--- src/rtl/pipeline_hazard_ctrl_if.sv ---
// Pipeline-side bundle for the hazard controller: hazard sources, branch and
// SRAM handshake in, freeze/flush controls and statistics out.
// Handshake: mem_req is held by the MEM stage for as long as its access is
// outstanding; the access completes in the cycle where mem_req and mem_ready
// are both 1. mem_ready without mem_req has no meaning and is ignored in RUN.
interface pipeline_hazard_ctrl_if #(
  parameter int CNT_W = 16
);
  logic [3:0]       src1;
  logic [3:0]       src2;
  logic             use_src1;
  logic             two_src;
  logic [3:0]       exe_dest;
  logic             exe_wb_en;
  logic             exe_mem_read;
  logic [3:0]       mem_dest;
  logic             mem_wb_en;
  logic             forward_en;
  logic             branch_taken;
  logic             mem_req;
  logic             mem_ready;
  logic             if_freeze;
  logic             id_freeze;
  logic             exe_freeze;
  logic             wb_bubble;
  logic             if_flush;
  logic             id_flush;
  logic             mem_timeout_err;
  logic [CNT_W-1:0] stall_cnt;
  logic [CNT_W-1:0] flush_cnt;
  logic [1:0]       dbg_state;

  // Pipeline side: drives hazard/branch/memory inputs, observes controls.
  modport master (
    output src1, src2, use_src1, two_src, exe_dest, exe_wb_en, exe_mem_read,
           mem_dest, mem_wb_en, forward_en, branch_taken, mem_req, mem_ready,
    input  if_freeze, id_freeze, exe_freeze, wb_bubble, if_flush, id_flush,
           mem_timeout_err, stall_cnt, flush_cnt, dbg_state
  );

  // Controller side.
  modport slave (
    input  src1, src2, use_src1, two_src, exe_dest, exe_wb_en, exe_mem_read,
           mem_dest, mem_wb_en, forward_en, branch_taken, mem_req, mem_ready,
    output if_freeze, id_freeze, exe_freeze, wb_bubble, if_flush, id_flush,
           mem_timeout_err, stall_cnt, flush_cnt, dbg_state
  );
endinterface

--- src/rtl/pipeline_hazard_ctrl.sv ---
// Central stall/flush sequencer for the five-stage pipeline.
// Priority each cycle: memory stall > branch flush > data hazard.
// Controls are Mealy outputs of the state and the current-cycle inputs;
// the error flag, counters and state are registered.
module pipeline_hazard_ctrl #(
  parameter int CNT_W       = 16,
  parameter int MEM_TIMEOUT = 64
) (
  input  logic                   clk,
  input  logic                   rst,
  pipeline_hazard_ctrl_if.slave  hz
);

  localparam int WAIT_W = $clog2(MEM_TIMEOUT);
  localparam logic [WAIT_W-1:0] WAIT_LAST = WAIT_W'(MEM_TIMEOUT - 1);

  typedef enum logic [1:0] {
    ST_RUN      = 2'd0,
    ST_MEM_WAIT = 2'd1,
    ST_ERR      = 2'd2
  } state_e;

  state_e            state_q, state_d;
  logic [WAIT_W-1:0] wait_cnt_q, wait_cnt_d;
  logic              err_q, err_d;
  logic [CNT_W-1:0]  stall_cnt_q, stall_cnt_d;
  logic [CNT_W-1:0]  flush_cnt_q, flush_cnt_d;

  logic exe_m1, exe_m2, mem_m1, mem_m2;
  logic hazard;
  logic mem_stall, br_flush, hz_stall;
  logic if_freeze_w;

  // Data hazard: the ID instruction reads a register still owed by EXE/MEM.
  always_comb begin
    exe_m1 = hz.use_src1 && (hz.src1 == hz.exe_dest);
    exe_m2 = hz.two_src  && (hz.src2 == hz.exe_dest);
    mem_m1 = hz.use_src1 && (hz.src1 == hz.mem_dest);
    mem_m2 = hz.two_src  && (hz.src2 == hz.mem_dest);
    if (hz.forward_en) begin
      // Only a load in EXE cannot be forwarded in time.
      hazard = hz.exe_mem_read && (exe_m1 || exe_m2);
    end else begin
      hazard = (hz.exe_wb_en && (exe_m1 || exe_m2)) ||
               (hz.mem_wb_en && (mem_m1 || mem_m2));
    end
  end

  // FSM next state and per-cycle control decision.
  always_comb begin
    state_d    = state_q;
    wait_cnt_d = wait_cnt_q;
    err_d      = err_q;
    mem_stall  = 1'b0;
    br_flush   = 1'b0;
    hz_stall   = 1'b0;
    case (state_q)
      ST_RUN: begin
        if (hz.mem_req && !hz.mem_ready) begin
          mem_stall  = 1'b1;
          state_d    = ST_MEM_WAIT;
          wait_cnt_d = '0;
        end else if (hz.branch_taken) begin
          br_flush = 1'b1;
        end else if (hazard) begin
          hz_stall = 1'b1;
        end
      end
      ST_MEM_WAIT: begin
        // Branch and hazard wait: EXE is frozen so they persist.
        mem_stall = 1'b1;
        if (hz.mem_ready) begin
          state_d = ST_RUN;
        end else if (wait_cnt_q == WAIT_LAST) begin
          state_d = ST_ERR;
          err_d   = 1'b1;
        end else begin
          wait_cnt_d = wait_cnt_q + WAIT_W'(1);
        end
      end
      ST_ERR: begin
        // Terminal until reset.
        mem_stall = 1'b1;
        err_d     = 1'b1;
      end
      default: begin
        state_d = ST_RUN;
      end
    endcase
  end

  // Pipeline controls, all held low while reset is asserted.
  always_comb begin
    if_freeze_w   = rst && (mem_stall || hz_stall);
    hz.if_freeze  = if_freeze_w;
    hz.id_freeze  = rst && mem_stall;
    hz.exe_freeze = rst && mem_stall;
    hz.wb_bubble  = rst && mem_stall;
    hz.if_flush   = rst && br_flush;
    hz.id_flush   = rst && (br_flush || hz_stall);
  end

  // Saturating statistics counters.
  always_comb begin
    stall_cnt_d = stall_cnt_q;
    flush_cnt_d = flush_cnt_q;
    if (if_freeze_w && (stall_cnt_q != {CNT_W{1'b1}})) begin
      stall_cnt_d = stall_cnt_q + CNT_W'(1);
    end
    if (rst && br_flush && (flush_cnt_q != {CNT_W{1'b1}})) begin
      flush_cnt_d = flush_cnt_q + CNT_W'(1);
    end
  end

  // State, wait counter, sticky error and statistics registers.
  always_ff @(posedge clk or negedge rst) begin
    if (!rst) begin
      state_q     <= ST_RUN;
      wait_cnt_q  <= '0;
      err_q       <= 1'b0;
      stall_cnt_q <= '0;
      flush_cnt_q <= '0;
    end else begin
      state_q     <= state_d;
      wait_cnt_q  <= wait_cnt_d;
      err_q       <= err_d;
      stall_cnt_q <= stall_cnt_d;
      flush_cnt_q <= flush_cnt_d;
    end
  end

  // Registered status outputs.
  always_comb begin
    hz.mem_timeout_err = err_q;
    hz.stall_cnt       = stall_cnt_q;
    hz.flush_cnt       = flush_cnt_q;
    hz.dbg_state       = state_q;
  end

endmodule

--- src/flat_wrapper.sv ---
// flat-port wrapper written by rule: the top's interface ports become plain ports
module pipeline_hazard_ctrl_flat 
#(
  parameter int CNT_W       = 16,
  parameter int MEM_TIMEOUT = 64
)
  (clk, rst, hz_src1, hz_src2, hz_use_src1, hz_two_src, hz_exe_dest, hz_exe_wb_en, hz_exe_mem_read, hz_mem_dest, hz_mem_wb_en, hz_forward_en, hz_branch_taken, hz_mem_req, hz_mem_ready, hz_if_freeze, hz_id_freeze, hz_exe_freeze, hz_wb_bubble, hz_if_flush, hz_id_flush, hz_mem_timeout_err, hz_stall_cnt, hz_flush_cnt, hz_dbg_state);
  pipeline_hazard_ctrl_if #(.CNT_W(CNT_W)) hz_i ();
  input  logic clk;
  input  logic rst;
  input wire logic [$bits(hz_i.src1)-1:0] hz_src1;
  input wire logic [$bits(hz_i.src2)-1:0] hz_src2;
  input wire logic [$bits(hz_i.use_src1)-1:0] hz_use_src1;
  input wire logic [$bits(hz_i.two_src)-1:0] hz_two_src;
  input wire logic [$bits(hz_i.exe_dest)-1:0] hz_exe_dest;
  input wire logic [$bits(hz_i.exe_wb_en)-1:0] hz_exe_wb_en;
  input wire logic [$bits(hz_i.exe_mem_read)-1:0] hz_exe_mem_read;
  input wire logic [$bits(hz_i.mem_dest)-1:0] hz_mem_dest;
  input wire logic [$bits(hz_i.mem_wb_en)-1:0] hz_mem_wb_en;
  input wire logic [$bits(hz_i.forward_en)-1:0] hz_forward_en;
  input wire logic [$bits(hz_i.branch_taken)-1:0] hz_branch_taken;
  input wire logic [$bits(hz_i.mem_req)-1:0] hz_mem_req;
  input wire logic [$bits(hz_i.mem_ready)-1:0] hz_mem_ready;
  output wire logic [$bits(hz_i.if_freeze)-1:0] hz_if_freeze;
  output wire logic [$bits(hz_i.id_freeze)-1:0] hz_id_freeze;
  output wire logic [$bits(hz_i.exe_freeze)-1:0] hz_exe_freeze;
  output wire logic [$bits(hz_i.wb_bubble)-1:0] hz_wb_bubble;
  output wire logic [$bits(hz_i.if_flush)-1:0] hz_if_flush;
  output wire logic [$bits(hz_i.id_flush)-1:0] hz_id_flush;
  output wire logic [$bits(hz_i.mem_timeout_err)-1:0] hz_mem_timeout_err;
  output wire logic [$bits(hz_i.stall_cnt)-1:0] hz_stall_cnt;
  output wire logic [$bits(hz_i.flush_cnt)-1:0] hz_flush_cnt;
  output wire logic [$bits(hz_i.dbg_state)-1:0] hz_dbg_state;
  assign hz_i.src1 = hz_src1;
  assign hz_i.src2 = hz_src2;
  assign hz_i.use_src1 = hz_use_src1;
  assign hz_i.two_src = hz_two_src;
  assign hz_i.exe_dest = hz_exe_dest;
  assign hz_i.exe_wb_en = hz_exe_wb_en;
  assign hz_i.exe_mem_read = hz_exe_mem_read;
  assign hz_i.mem_dest = hz_mem_dest;
  assign hz_i.mem_wb_en = hz_mem_wb_en;
  assign hz_i.forward_en = hz_forward_en;
  assign hz_i.branch_taken = hz_branch_taken;
  assign hz_i.mem_req = hz_mem_req;
  assign hz_i.mem_ready = hz_mem_ready;
  assign hz_if_freeze = hz_i.if_freeze;
  assign hz_id_freeze = hz_i.id_freeze;
  assign hz_exe_freeze = hz_i.exe_freeze;
  assign hz_wb_bubble = hz_i.wb_bubble;
  assign hz_if_flush = hz_i.if_flush;
  assign hz_id_flush = hz_i.id_flush;
  assign hz_mem_timeout_err = hz_i.mem_timeout_err;
  assign hz_stall_cnt = hz_i.stall_cnt;
  assign hz_flush_cnt = hz_i.flush_cnt;
  assign hz_dbg_state = hz_i.dbg_state;
  pipeline_hazard_ctrl #(.CNT_W(CNT_W), .MEM_TIMEOUT(MEM_TIMEOUT)) u_core (.clk(clk), .rst(rst), .hz(hz_i));
endmodule
--- config.mk ---
export PLATFORM = sky130hd
export DESIGN_NAME = pipeline_hazard_ctrl_flat
export DESIGN_NICKNAME = d
export VERILOG_FILES = /design/src/rtl/pipeline_hazard_ctrl_if.sv /design/src/rtl/pipeline_hazard_ctrl.sv /design/src/flat_wrapper.sv
export SDC_FILE = /design/constraint.sdc
export NUM_CORES = 1
export LEC_CHECK = 0
export ABC_AREA = 1
export CAP_MARGIN = 20
export CORE_ASPECT_RATIO = 0.75
export CORE_MARGIN = 5
export CORE_UTILIZATION = 53
export DETAILED_ROUTE_END_ITERATION = 8
export PLACE_DENSITY = 0.95
export SYNTH_ARGS = -nofsm -noshare
export SYNTH_HDL_FRONTEND = slang
export SYNTH_SLANG_ARGS = --single-unit
--- constraint.sdc ---
create_clock -name clk -period 2.5 [get_ports clk]
set_input_delay 0.25 -clock clk [delete_from_list [all_inputs] [get_ports clk]]
set_output_delay 0.25 -clock clk [all_outputs]
set_load 0.02 [all_outputs]
==> key figures <==
Run status
  – Status: finished clean

Timing
  – Final setup TNS: 0 ns
  – Max Transition Viols Final: 0
  – Worst-Margin Slew: ~0.45 ns
  – Crit share post-route: between 80% and 90%
  – Setup violators final: 0
  – Final min period: ~2.2 ns
  – Slew headroom: between 60% and 70%
  – RSZ-0062 raised after global routing: false
  – Skew final: about 0.0085 ns
  – FMAX: between 0.4 and 0.5 GHz
  – Hold Fails Final Rpt: 0

Pwr
  – Pleak: 1.802 nW
  – Overall power: about 2.5 mW
  – Pwr dens: about 700 nW/um^2
  – Peak VDD IR: between 0.0004 and 0.0005 V

GRT
  – Grt total ovfl: 0
  – Initial antenna violation count: 0
  – Largest net degree at the start of global routing: 37
  – Vias in the first global route: 2598
  – First-pass GRT wire length: 11.77 mm
  – Total GRT Usage: ~22%

Worst setup path
  – Worst Reg-to-Reg Cells: 10
  – CP Depth: 5
  – R2R Path Start: u_core.hz.dbg_state[1]
  – Critical-path cell list: inv_1 > ha_1 > nand2_4 > nor3_4 > clkdlybuf4s50_1
  – Buf/Inv on CP: 2
  – Critical path launch point: u_core.hz.dbg_state[1]
  – Setup crit end kind: output pin
  – CP Launch Type: flop
  – Critical path arrival: ~2 ns
  – CP max FO: 5
  – Critical-path top delay cell: clkdlybuf4s50_1
  – Top cell family by delay on the critical path: buffers and inverters
  – Worst EP required: approximately 2.3 ns
  – Critical R2R Capture: u_core.hz.stall_cnt[15]
  – CP endpoint: hz_if_flush
  – Worst stage delay on the critical path: around 0.65 ns
  – Class of the most critical setup path: reg2out
  – R2R setup slack: around 0.50 ns

Drt
  – Final ANT Viol Nets: 0
  – # DRC: 0
  – WL final: 6.904 mm
  – Via density: around 5.3
  – First DRT Iteration DRCs: 272
  – Via count: around 2600
  – WL per Instance: 13.95 microns
  – Pre-antenna DRT Iters: 5

Logic synthesis
  – EDFF count, synth: 0
  – Synth top area share: 38.14%
  – Yosys warnings: 0
  – Predominant post-synthesis flop cell: dfrtp_1
  – Synth Instances: between 300 and 400
  – Synth area leader: dfrtp_1
  – Synth area leaders: dfrtp_1, nand2_1, nand3_1, inv_1, xnor2_1
  – Syn_nets: about 400
  – Mapped Avg Cell Area: around 7.4 sq um
  – Post-synth ARST share: 100.0%
  – Seq cells post-synth: approximately 40
  – Sequential-to-total area share from yosys stat: 38.14%
  – Mapped Area: 2690 sq um
  – Netlist cell types: 31

Worst hold path
  – Tightest Hold Check Type: in2async

Finish
  – Leading cell type in the layout, fill and taps excluded: nand2_1
  – Commonest non-fill, non-tap cells in the layout: nand2_1, clkdlybuf4s50_1, inv_1, dfrtp_1, nand3_1
  – Final #Nets: between 400 and 500
  – Post-route insts no fill: slightly below 500
  – Area grow syn2layout: 30.42%
  – Final Core Density: 71.60%
  – ANT cells: 0
  – Share of post-route cells with drive strength above 1: 7.356%

Clocking
  – CTS Root Cell: clkbuf_8
  – Worst skew pair latency: 0.30 ns
  – Worst-path clk slew: approximately 0.080 ns
  – CTS tree: built
  – CTS Buffer Depth: 2
  – H-Tree Depth: 2
  – # clock sinks: 41
  – Cts bufs inserted: 5

Place
  – Dpl cells: just under 500
  – IO Port Bufs: 67
  – RePlAce Congestion: ~0.86
  – Hpwl dp: 5.335 mm

Floorplan
  – I/O pin count: 68
  – FP Rows: 22
  – Die height: between 70 and 80 microns
  – Initial Utilization: around 55%
  – Total Die Area: 6615 sq um
  – Core area: just under 5000 sq um
  – Die extent in x: ~92 microns

Run
  – Max Cap Violations: 0
==> state kept, by name (all words and copies together) (netlist names) <==
register,cells
u_core.hz.dbg_state,2
u_core.hz.mem_timeout_err,1
u_core.wait_cnt_q,6
u_core.hz.flush_cnt,16
u_core.hz.stall_cnt,16
==> worst min path at each step <==
stage,from,end
final,rst,u_core.wait_cnt_q[4]
after global routing,rst,u_core.wait_cnt_q[3]
after CTS,rst,u_core.wait_cnt_q[3]
after detailed placement,rst,u_core.wait_cnt_q[3]
after global placement,rst,u_core.wait_cnt_q[3]
after floorplan,rst,u_core.hz.dbg_state[0]
==> worst register-to-register path, cell delays in order, from the launching register on <==
cell	delay, ns
dfrtp_1	0.44
inv_1	0.11
ha_1	0.23
inv_1	0.09
o21bai_1	0.16
nand3_1	0.18
nand2_4	0.14
buf_4	0.24
nand2_4	0.16
nand2_1	0.10
nand2_1	0.05
==> final cells by class <==
type	count	area (sq um)
fillers	378	1391
inverters	44	165.2
well taps	60	75.07
clock buffers	5	68.82
multi-input cells	271	1445
clock inverters	3	17.52
repair buffers	71	710.7
flip-flops and latches	41	1026
==> cells in the mapped netlist, drive strengths merged, types with 2 or more instances <==
master,number
a21oi,2
buf,6
dfrtp,41
ha,7
inv,44
nand2,119
nand3,37
nand4,4
nor2,41
nor3,14
nor3b,2
o21ai,9
xnor2,17
xor2,13
==> routing by layer <==
layer  track usage (%)  vias to the layer above  wire (microns)
met5                 0                        -               0
met4             7.084                        0             141
met3             4.197                       15             446
met2             36.33                      116            3327
met1             29.35                     1209            2989
li1                  -                     1280               -
==> where the power goes <==
group | switching (mW) | total [mW] | internal (mW)
registers | 0.132 | 0.904 | 0.772
clock network | 0.241 | 0.434 | 0.193
logic | 0.663 | 1.12 | 0.461
total | 1.04 | 2.46 | 1.43
==> logic make-up after synthesis <==
logic type | synth area share, %
AND/OR/NAND/NOR | 37.30
buffers and inverters | 8.139
flip-flops | 38.14
XOR/XNOR | 9.767
AO/OA/AOI/OAI | 2.977
adder cells (fa/ha/maj) | 3.256
multiplexers | 0.4186
==> repair_timing <==
item,in CTS,in global routing
endpoints found under the hold margin,5,0
setup endpoints to repair,0,5
setup buffers,0,0
hold buffers,1,0
gates resized for setup,0,5
==> per-stage QoR <==
step	setup slack [ns]	area, sq um	hold WS (ns)
2_1_floorplan	0.6578	2690	-0.04559
3_3_place_gp	0.2101	3400	0.1025
3_5_place_dp	0.1613	3400	0.1019
4_1_cts	0.002737	3496	0.3409
5_1_grt	0.1565	3508	0.3402
6_report	0.2502	3508	0.3164
Power figures use the tool's default switching activity.
